File: config.mk
export PLATFORM = sky130hd
export DESIGN_NAME = posit_encoder
export DESIGN_NICKNAME = d
export VERILOG_FILES = /design/src/rtl/posit_encoder.sv
export SDC_FILE = /design/constraint.sdc
export NUM_CORES = 1
export LEC_CHECK = 0
export CORE_MARGIN = 2
export CORE_UTILIZATION = 52
export CTS_CLUSTER_SIZE = 25
export DETAILED_ROUTE_END_ITERATION = 6
export GPL_TIMING_DRIVEN = 0
export PLACE_DENSITY = 0.89
export SYNTH_ARGS = -nofsm -noshare
export SYNTH_HDL_FRONTEND = slang
export SYNTH_SLANG_ARGS = --single-unit
File: constraint.sdc
create_clock -name clk -period 3.81 [get_ports clk]
set_input_delay 0.9525 -clock clk [delete_from_list [all_inputs] [get_ports clk]]
set_output_delay 0.9525 -clock clk [all_outputs]
set_load 0.01 [all_outputs]
File: src/rtl/posit_encoder.sv
// posit_encoder: packs decoded posit fields (sign, regime k, exponent, fraction) into an N-bit posit.
// Stage 1 builds the regime/exponent/fraction bit string; stage 2 rounds to nearest even and applies sign.
module posit_encoder #(
  parameter int N     = 16,
  parameter int ES    = 1,
  parameter int W_REG = 6,
  parameter int W_EXP = 2,
  parameter int W_MAN = 16
) (
  input  logic             clk,
  input  logic             rst,
  input  logic             in_valid,
  output logic             in_ready,
  input  logic             in_sign,
  input  logic             in_zero,
  input  logic             in_nar,
  input  logic [W_REG-1:0] in_regime,
  input  logic [W_EXP-1:0] in_exponent,
  input  logic [W_MAN-1:0] in_mantissa,
  output logic             out_valid,
  input  logic             out_ready,
  output logic [N-1:0]     out_posit
);

  localparam int T  = N - 1 + ES + W_MAN;
  localparam int KW = W_REG + 1;
  localparam logic [T-1:0]          ALL_ONES   = {T{1'b1}};
  localparam logic [T-1:0]          TOP_ONE    = {1'b1, {(T-1){1'b0}}};
  localparam logic signed [KW-1:0]  K_SAT_HI   = KW'(N - 2);
  localparam logic signed [KW-1:0]  K_SAT_LO   = KW'(-(N - 1));
  localparam logic [N-2:0]          MAXPOS_MAG = {(N-1){1'b1}};
  localparam logic [N-2:0]          MINPOS_MAG = {{(N-2){1'b0}}, 1'b1};
  localparam logic [N-1:0]          NAR_WORD   = {1'b1, {(N-1){1'b0}}};

  logic                 adv1_s, adv2_s, in_fire_s;
  logic                 s1_valid_q;
  logic                 s1_sign_q, s1_zero_q, s1_nar_q, s1_g_q, s1_s_q;
  logic [N-2:0]         s1_mag_q;
  logic                 s1_g_d, s1_s_d;
  logic [N-2:0]         s1_mag_d;
  logic                 out_valid_q;
  logic [N-1:0]         out_posit_q, out_posit_d;
  logic signed [KW-1:0] k_s;
  logic [KW-1:0]        run_len_s, reg_len_s;
  logic [T-1:0]         body_s, pattern_s, string_s;
  logic                 rnd_up_s;
  logic [N-1:0]         sum_s;
  logic [N-2:0]         mag_s;

  assign adv2_s    = ~out_valid_q | out_ready;
  assign adv1_s    = ~s1_valid_q | adv2_s;
  assign in_ready  = adv1_s & ~rst;
  assign in_fire_s = in_valid & in_ready;
  assign out_valid = out_valid_q;
  assign out_posit = out_posit_q;

  // Regime run, terminator, exponent and fraction, left-aligned in one T-bit string.
  always_comb begin
    k_s = {in_regime[W_REG-1], in_regime};
    if (k_s[KW-1]) begin
      run_len_s = -k_s;
      pattern_s = TOP_ONE >> run_len_s;
    end else begin
      run_len_s = k_s + KW'(1);
      pattern_s = ~(ALL_ONES >> run_len_s);
    end
    reg_len_s = run_len_s + KW'(1);
    body_s    = {in_exponent[ES-1:0], in_mantissa, {(N-1){1'b0}}};
    string_s  = pattern_s | (body_s >> reg_len_s);
  end

  // Saturated regimes produce maxpos/minpos directly with no guard/sticky, so rounding is skipped.
  always_comb begin
    if (k_s >= K_SAT_HI) begin
      s1_mag_d = MAXPOS_MAG;
      s1_g_d   = 1'b0;
      s1_s_d   = 1'b0;
    end else if (k_s <= K_SAT_LO) begin
      s1_mag_d = MINPOS_MAG;
      s1_g_d   = 1'b0;
      s1_s_d   = 1'b0;
    end else begin
      s1_mag_d = string_s[T-1 -: N-1];
      s1_g_d   = string_s[T-N];
      s1_s_d   = |string_s[T-N-1:0];
    end
  end

  // Stage 1 register: loads on an input transfer, holds while stage 2 is stalled.
  always_ff @(posedge clk) begin
    if (rst) begin
      s1_valid_q <= 1'b0;
      s1_sign_q  <= 1'b0;
      s1_zero_q  <= 1'b0;
      s1_nar_q   <= 1'b0;
      s1_g_q     <= 1'b0;
      s1_s_q     <= 1'b0;
      s1_mag_q   <= {(N-1){1'b0}};
    end else if (adv1_s) begin
      s1_valid_q <= in_fire_s;
      if (in_fire_s) begin
        s1_sign_q <= in_sign;
        s1_zero_q <= in_zero;
        s1_nar_q  <= in_nar;
        s1_g_q    <= s1_g_d;
        s1_s_q    <= s1_s_d;
        s1_mag_q  <= s1_mag_d;
      end
    end
  end

  // Round to nearest even, clamp into [minpos, maxpos], then specials and sign.
  always_comb begin
    rnd_up_s = s1_g_q & (s1_s_q | s1_mag_q[0]);
    sum_s    = {1'b0, s1_mag_q} + {{(N-1){1'b0}}, rnd_up_s};
    if (sum_s[N-1]) begin
      mag_s = MAXPOS_MAG;
    end else if (sum_s[N-2:0] == {(N-1){1'b0}}) begin
      mag_s = MINPOS_MAG;
    end else begin
      mag_s = sum_s[N-2:0];
    end
    if (s1_nar_q) begin
      out_posit_d = NAR_WORD;
    end else if (s1_zero_q) begin
      out_posit_d = {N{1'b0}};
    end else if (s1_sign_q) begin
      out_posit_d = ~{1'b0, mag_s} + {{(N-1){1'b0}}, 1'b1};
    end else begin
      out_posit_d = {1'b0, mag_s};
    end
  end

  // Output register: holds word and valid while downstream stalls.
  always_ff @(posedge clk) begin
    if (rst) begin
      out_valid_q <= 1'b0;
      out_posit_q <= {N{1'b0}};
    end else if (adv2_s) begin
      out_valid_q <= s1_valid_q;
      if (s1_valid_q) begin
        out_posit_q <= out_posit_d;
      end
    end
  end

  // Exponents outside [0, 2^ES-1] are truncated to ES bits by the datapath.
  a_exp_legal: assert property (@(posedge clk) disable iff (rst)
      (in_valid && in_ready && !in_zero && !in_nar) |-> ((in_exponent >> ES) == {W_EXP{1'b0}}))
    else $error("posit_encoder: illegal in_exponent %0d", $signed(in_exponent));

endmodule
# [After elaboration in Yosys (flattened, before gate mapping)]
# Index checks and enable logic that the tools add are counted.
[word_totals] reg_bits=38 in_bits=31 out_inout_bits=18 elab_cells=48
[op_classes] add_sub_neg=5 n_lt_le_gt_ge=2 shift=3 muxes=13 n_bitwise=12 n_reduce_logical=4
[ops] operator="32-bit by 7-bit right shift with 32-bit output (first input constant)" n=2
[ops] operator="15-bit 2-to-1 mux" n=4
[ops] operator="16-bit 2-to-1 mux" n=3
[ops] operator="32-bit 2-to-1 mux" n=1
[ops] operator="32-bit NOT" n=1
[ops] operator="32-bit OR" n=1
[ops] operator="32-bit by 7-bit right shift with 32-bit output" n=1
[ops] operator="15-bit by 1-bit adder with 16-bit output" n=1
[ops] operator="16-bit by 1-bit adder with 16-bit output (second input constant)" n=1
[ops] operator="15-bit NOT with 16-bit output" n=1
[ops] operator="16-bit OR reduction" n=1
[ops] operator="15-bit zero test" n=1
[ops] operator="6-bit by 2-bit adder with 7-bit output (second input constant)" n=1
[ops] operator="7-bit by 1-bit adder with 7-bit output (second input constant)" n=1
[ops] operator="7-bit 2-to-1 mux" n=1
[ops] operator="6-bit negation with 7-bit output" n=1
[ops] operator="6-bit by 5-bit greater-or-equal comparator with 1-bit output (second input constant)" n=1
[ops] operator="6-bit by 5-bit <= comparator with 1-bit output (second input constant)" n=1
[ops] operator="1-bit 2-to-1 mux" n=4
[ops] operator="2-bit AND reduction" n=2
[ops] operator="1-bit bitwise AND" n=3
[ops] operator="1-bit NOT" n=3
[ops] operator="1-bit OR" n=3

# [Longest topological paths before layout]
[depth] word_depth=11 mapped_depth=17 mapped_depth_nobuf=16

# [Worst setup path after synthesis]
# No wires, ideal clock.
[synth_path] kind="input to register" from="in in_regime[1]" to="reg s1_mag_q[2]" setup_ns=0.128 t_arrival_ns=3.481 required_time_ns=3.682 setup_slack_ns=0.201 cell_stages=13 path_buffers=3 path_cell_list="buf_2 inv_1 ha_1 buf_4 nor4bb_1 a211o_1 a311oi_4 buf_6 mux2i_1 mux2i_1 a22o_1 a22oi_1 nor2_1"
[synth_between] elab_chain_len=7 word_cells_on_any_way=14 classes_between="3 x add/sub; 2 x order compare; 3 x shift; 4 x mux; 2 x bitwise"
[synth_lines] item="start: declaration" line="17" source="input logic [W_REG-1:0] in_regime,"
[synth_lines] item="6-bit by 2-bit adder with 7-bit output or 6-bit negation with 7-bit output (tied branches)" line="64, 61"
[synth_lines] item="7-bit 2-to-1 mux or 32-bit by 7-bit right shift with 32-bit output (tied branches)" line="60, 65"
[synth_lines] item="7-bit by 1-bit adder with 7-bit output or 32-bit NOT (tied branches)" line="67, 65"
[synth_lines] item="32-bit by 7-bit right shift with 32-bit output or 32-bit 2-to-1 mux (tied branches)" line="69, 60"
[synth_lines] item="32-bit OR" line="69" source="string_s = pattern_s | (body_s >> reg_len_s);"
[synth_lines] item="15-bit 2-to-1 mux" line="78" source="end else if (k_s <= K_SAT_LO) begin"
[synth_lines] item="15-bit 2-to-1 mux (*)" line="74" source="if (k_s >= K_SAT_HI) begin"
[synth_lines] item="end signal: assignment" line="98" source="s1_mag_q <= {(N-1){1'b0}};"
[synth_lines] item="end signal: assignment" line="107" source="s1_mag_q <= s1_mag_d;"
[synth_lines] item="end: declaration" line="38" source="logic [N-2:0] s1_mag_q;"
# Every way passes the cells marked *; elsewhere a longest branch is shown, timed or not.
# A chain may end at the register's enable or synchronous reset.

# [Worst setup path after layout]
[layout_path] from="in in_regime[2]" to="reg s1_mag_q[9]"
# The elaborated chain is that of the path after synthesis.

==> metrics.yaml <==
critical_path:
  start_kind: "input pin"
  worstSetupEndpointType: "flop"
  arrival_ns: 3.86
  slowest_delay_ns: 0.56
  slowest_stage: "clkdlybuf4s50_1"
  cp_top_family: "buffers and inverters"
  cp_max_fo: 10
  crit_path_cell_trace: "clkdlybuf4s50_1, buf_4, buf_2, and3_1, mux2i_1, nor2b_2, a21oi_1, a211oi_1, o21ai_0, a22oi_1, nor2_1"
  required_ns: 3.98
  criticalPathCategory: "in2reg"
  crit_buf_inv: 3
grt:
  grtUsageMet1_pct: 39.5
  met3_usage_pct: 5.16
  grt_busiest_layer: "met2"
  grt_util_met2_pct: 49.6
  grt_max_degree: 13
  antenna_found_initial: 0
  grt_pass1_vias: 4300
  grt_pass1_wl_um: 20900
  track_usage_pct: 29.4
  grt_overflow: 0
layout:
  largest_reg_flops: 16
  drive_gt1_share_pct: 13.0
  syn_to_final_growth_pct: 20.0
  layoutNonFillerInstCount: 710
  fin_nets: 646
  n_antenna_cell: 0
cts:
  hold_buffers: 0
  cts.reportedPaths.clkPinSlew_ns: 0.08
  clockBufferDepth: 2
  cts.sinks: 38
  cts_buffers: 5
  clk_latency_ns: 0.29
  htree_levels: 2
  cts_tree: "built"
  cts_root_buf: "clkbuf_8"
synthesis:
  synth_ff_type: "dfxtp_1"
  synthCells: 550
  ys_types: 71
  netlist_area_sq_um: 4170
  synth-seq-area-share_pct: 18.3
  async_flop_share_pct: 0
  synth_edf_count: 0
  synth-seq-cells: 38
  syn_area_per_cell_sq_um: 7.57
  synth_fp_nets: 589
  yosysWarnings: 0
sta:
  relSlewSlack_pct: 54.3
  fin_crit_ns: 3.69
  setup-violations-final: 0
  drv_slew: 0
  fmax_mhz: 271
  finalHoldViolCount: 0
  finalCritPeriodShare_pct: 96.9
  worstMarginPinSlew_ns: 0.682
  skew_ns: 0.00446
  hold_ws_ns: 0.447
placement:
  dp_cells: 697
  place.port_buffers: 45
  gp_congestion: 0.999
  dpl.hpwl_um: 9660
run:
  cap_violations: 0
die:
  die_h_um: 93.5
  rows: 32
  initial_core_util_pct: 53.9
  ios: 49
  die_w_um: 93.5
  core_sq_um: 7730
  dieArea_sq_um: 8740
route:
  drt-total-wl_um: 13000
  vias: 4688
  avgViaCountPerCell: 6.60
  initialDrtViolationCount: 453
  wire_per_inst_um: 18.4
  drt_first_pass_iters: 5
  drcViolationCount: 0
  ant_nets: 0
pwr:
  p_leak_nw: 1.87
  ir_drop_mv: 0.213
  p_per_area_nw_per_um2: 290
worst_hold_path:
  hold_class: "reg2reg"
run_status:
  status: "completed"
[cell usage in the layout, fill, tap and decap left out, drive strengths merged, types with 5 or more instances in the layout]
| cell type | n |
|---|---|
| dfxtp | 38 |
| nand2b | 8 |
| clkbuf | 29 |
| o31ai | 10 |
| mux2i | 30 |
| nor2 | 51 |
| nor4 | 6 |
| mux4 | 10 |
| nand3 | 17 |
| buf | 27 |
| a22oi | 14 |
| ha | 8 |
| a21oi | 35 |
| nor2b | 5 |
| nand4 | 9 |
| a22o | 5 |
| o21ai | 44 |
| xnor2 | 26 |
| xor2 | 11 |
| nand2 | 52 |
| and3 | 10 |
| inv | 13 |
| clkdlybuf4s50 | 43 |
| nor3 | 21 |
| a31oi | 16 |
[synth_stat cells (all sizes together) (3+ instances only)]
cell type  number  share of area [%]
nand2          52                4.7
nor2           51                4.7
o21ai          44                5.4
dfxtp          38                 18
a21oi          35                4.4
mux2i          30                7.3
xnor2          26                6.5
clkbuf         23                2.1
buf            22                3.7
nor3           21                2.5
nand3          17                2.0
a31oi          16                2.4
a22oi          14                2.5
inv            14                1.3
xor2           11                2.7
and3           10                1.5
mux4           10                5.4
o31ai          10                1.8
nand4           9                1.4
ha              8                2.4
nand2b          8                1.2
nor4            6               0.90
a22o            5                1.1
nor2b           5               0.75
nor4bb          4               0.96
o21a            4               0.72
o22ai           4               0.60
or4             4               0.72
a211o           3               0.63
a311oi          3                1.1
a31o            3               0.63
and2            3               0.45
o211ai          3               0.54
[power breakdown]
part	internal (W)	total, W	switching (W)
Clock	0.000193	0.000342	0.000149
Combinational	0.000287	0.000669	0.000382
Sequential	0.000418	0.000437	0.0000184
[routing by layer]
metal	share of wire (%)	routed length [um]
met1	42	5440
met2	48	6240
met3	8.2	1070
met4	2.2	287
met5	0	0
[worst reg2reg max path: stages, from the launching register on]
cell and delay [ns]:
dfxtp_1 0.36, o21a_1 0.14, ha_1 0.31, ha_4 0.24, and3_1 0.25, nand3_1 0.15
xor2_2 0.24, o2111ai_1 0.18, nor2_1 0.15, nor3_2 0.16, ha_1 0.23, nand2_1 0.09
nor3_2 0.24, nand2_1 0.13, o31ai_1 0.27, xor2_1 0.18, o21ai_1 0.07
[cell type report]
cell class / instances / area [sq um]
plain buffers: 44 / 245
repair buffers: 51 / 487
well taps: 102 / 128
flip-flops and latches: 38 / 761
fillers: 674 / 2730
multi-input cells: 453 / 3210
clock buffers: 5 / 68.8
inverters: 14 / 56.3
clock inverters: 3 / 40.0
[cells by family (layout without fill, tap and decap cells)]
logic type               count (synthesis)  after routing  synth area share (%)
adder cells (fa/ha/maj)                  8              8                  2.40
AND/OR/NAND/NOR                        205            205                  24.6
flip-flops                              38             38                  18.3
XOR/XNOR                                37             37                  9.22
multiplexers                            42             42                  13.2
buffers and inverters                   59            117                  7.03
AO/OA/AOI/OAI                          161            161                  25.2
[final timing paths]
kind	slack (ns)	to	cells after the start	from
setup / recovery	0.12	s1_mag_q[9]$_SDFFE_PP0P_	11	in_regime[2]
setup reg to reg	0.29	out_posit[10]$_SDFFE_PP0P_	16	s1_mag_q[0]$_SDFFE_PP0P_
hold reg to reg	0.45	out_posit[6]$_SDFFE_PP0P_	2	out_posit[6]$_SDFFE_PP0P_
hold / removal	0.45	out_posit[6]$_SDFFE_PP0P_	2	out_posit[6]$_SDFFE_PP0P_
[what timing repair did]
item	CTS	global route
pin swaps	3	0
endpoints found under the hold margin	0	0
setup buffers	5	0
cloned	1	0
gates resized for setup	9	17
endpoints found under the setup margin	19	15
[stage by stage]
step	cell area, sq um	setup slack (ns)	utilization (%)	power [W]	TNS [ns]
after floorplan	4170	0.201	-	0.000893	0
after global placement	4740	-0.758	61.4	0.00105	-8.89
after detailed placement	4740	-0.790	61.4	0.00106	-10.10
after CTS	4920	0.0450	63.6	0.00141	0
after global routing	5000	-0.0104	64.7	0.00152	-0.0104
final	5000	0.120	64.7	0.00145	0
Power figures use the tool's default switching activity.
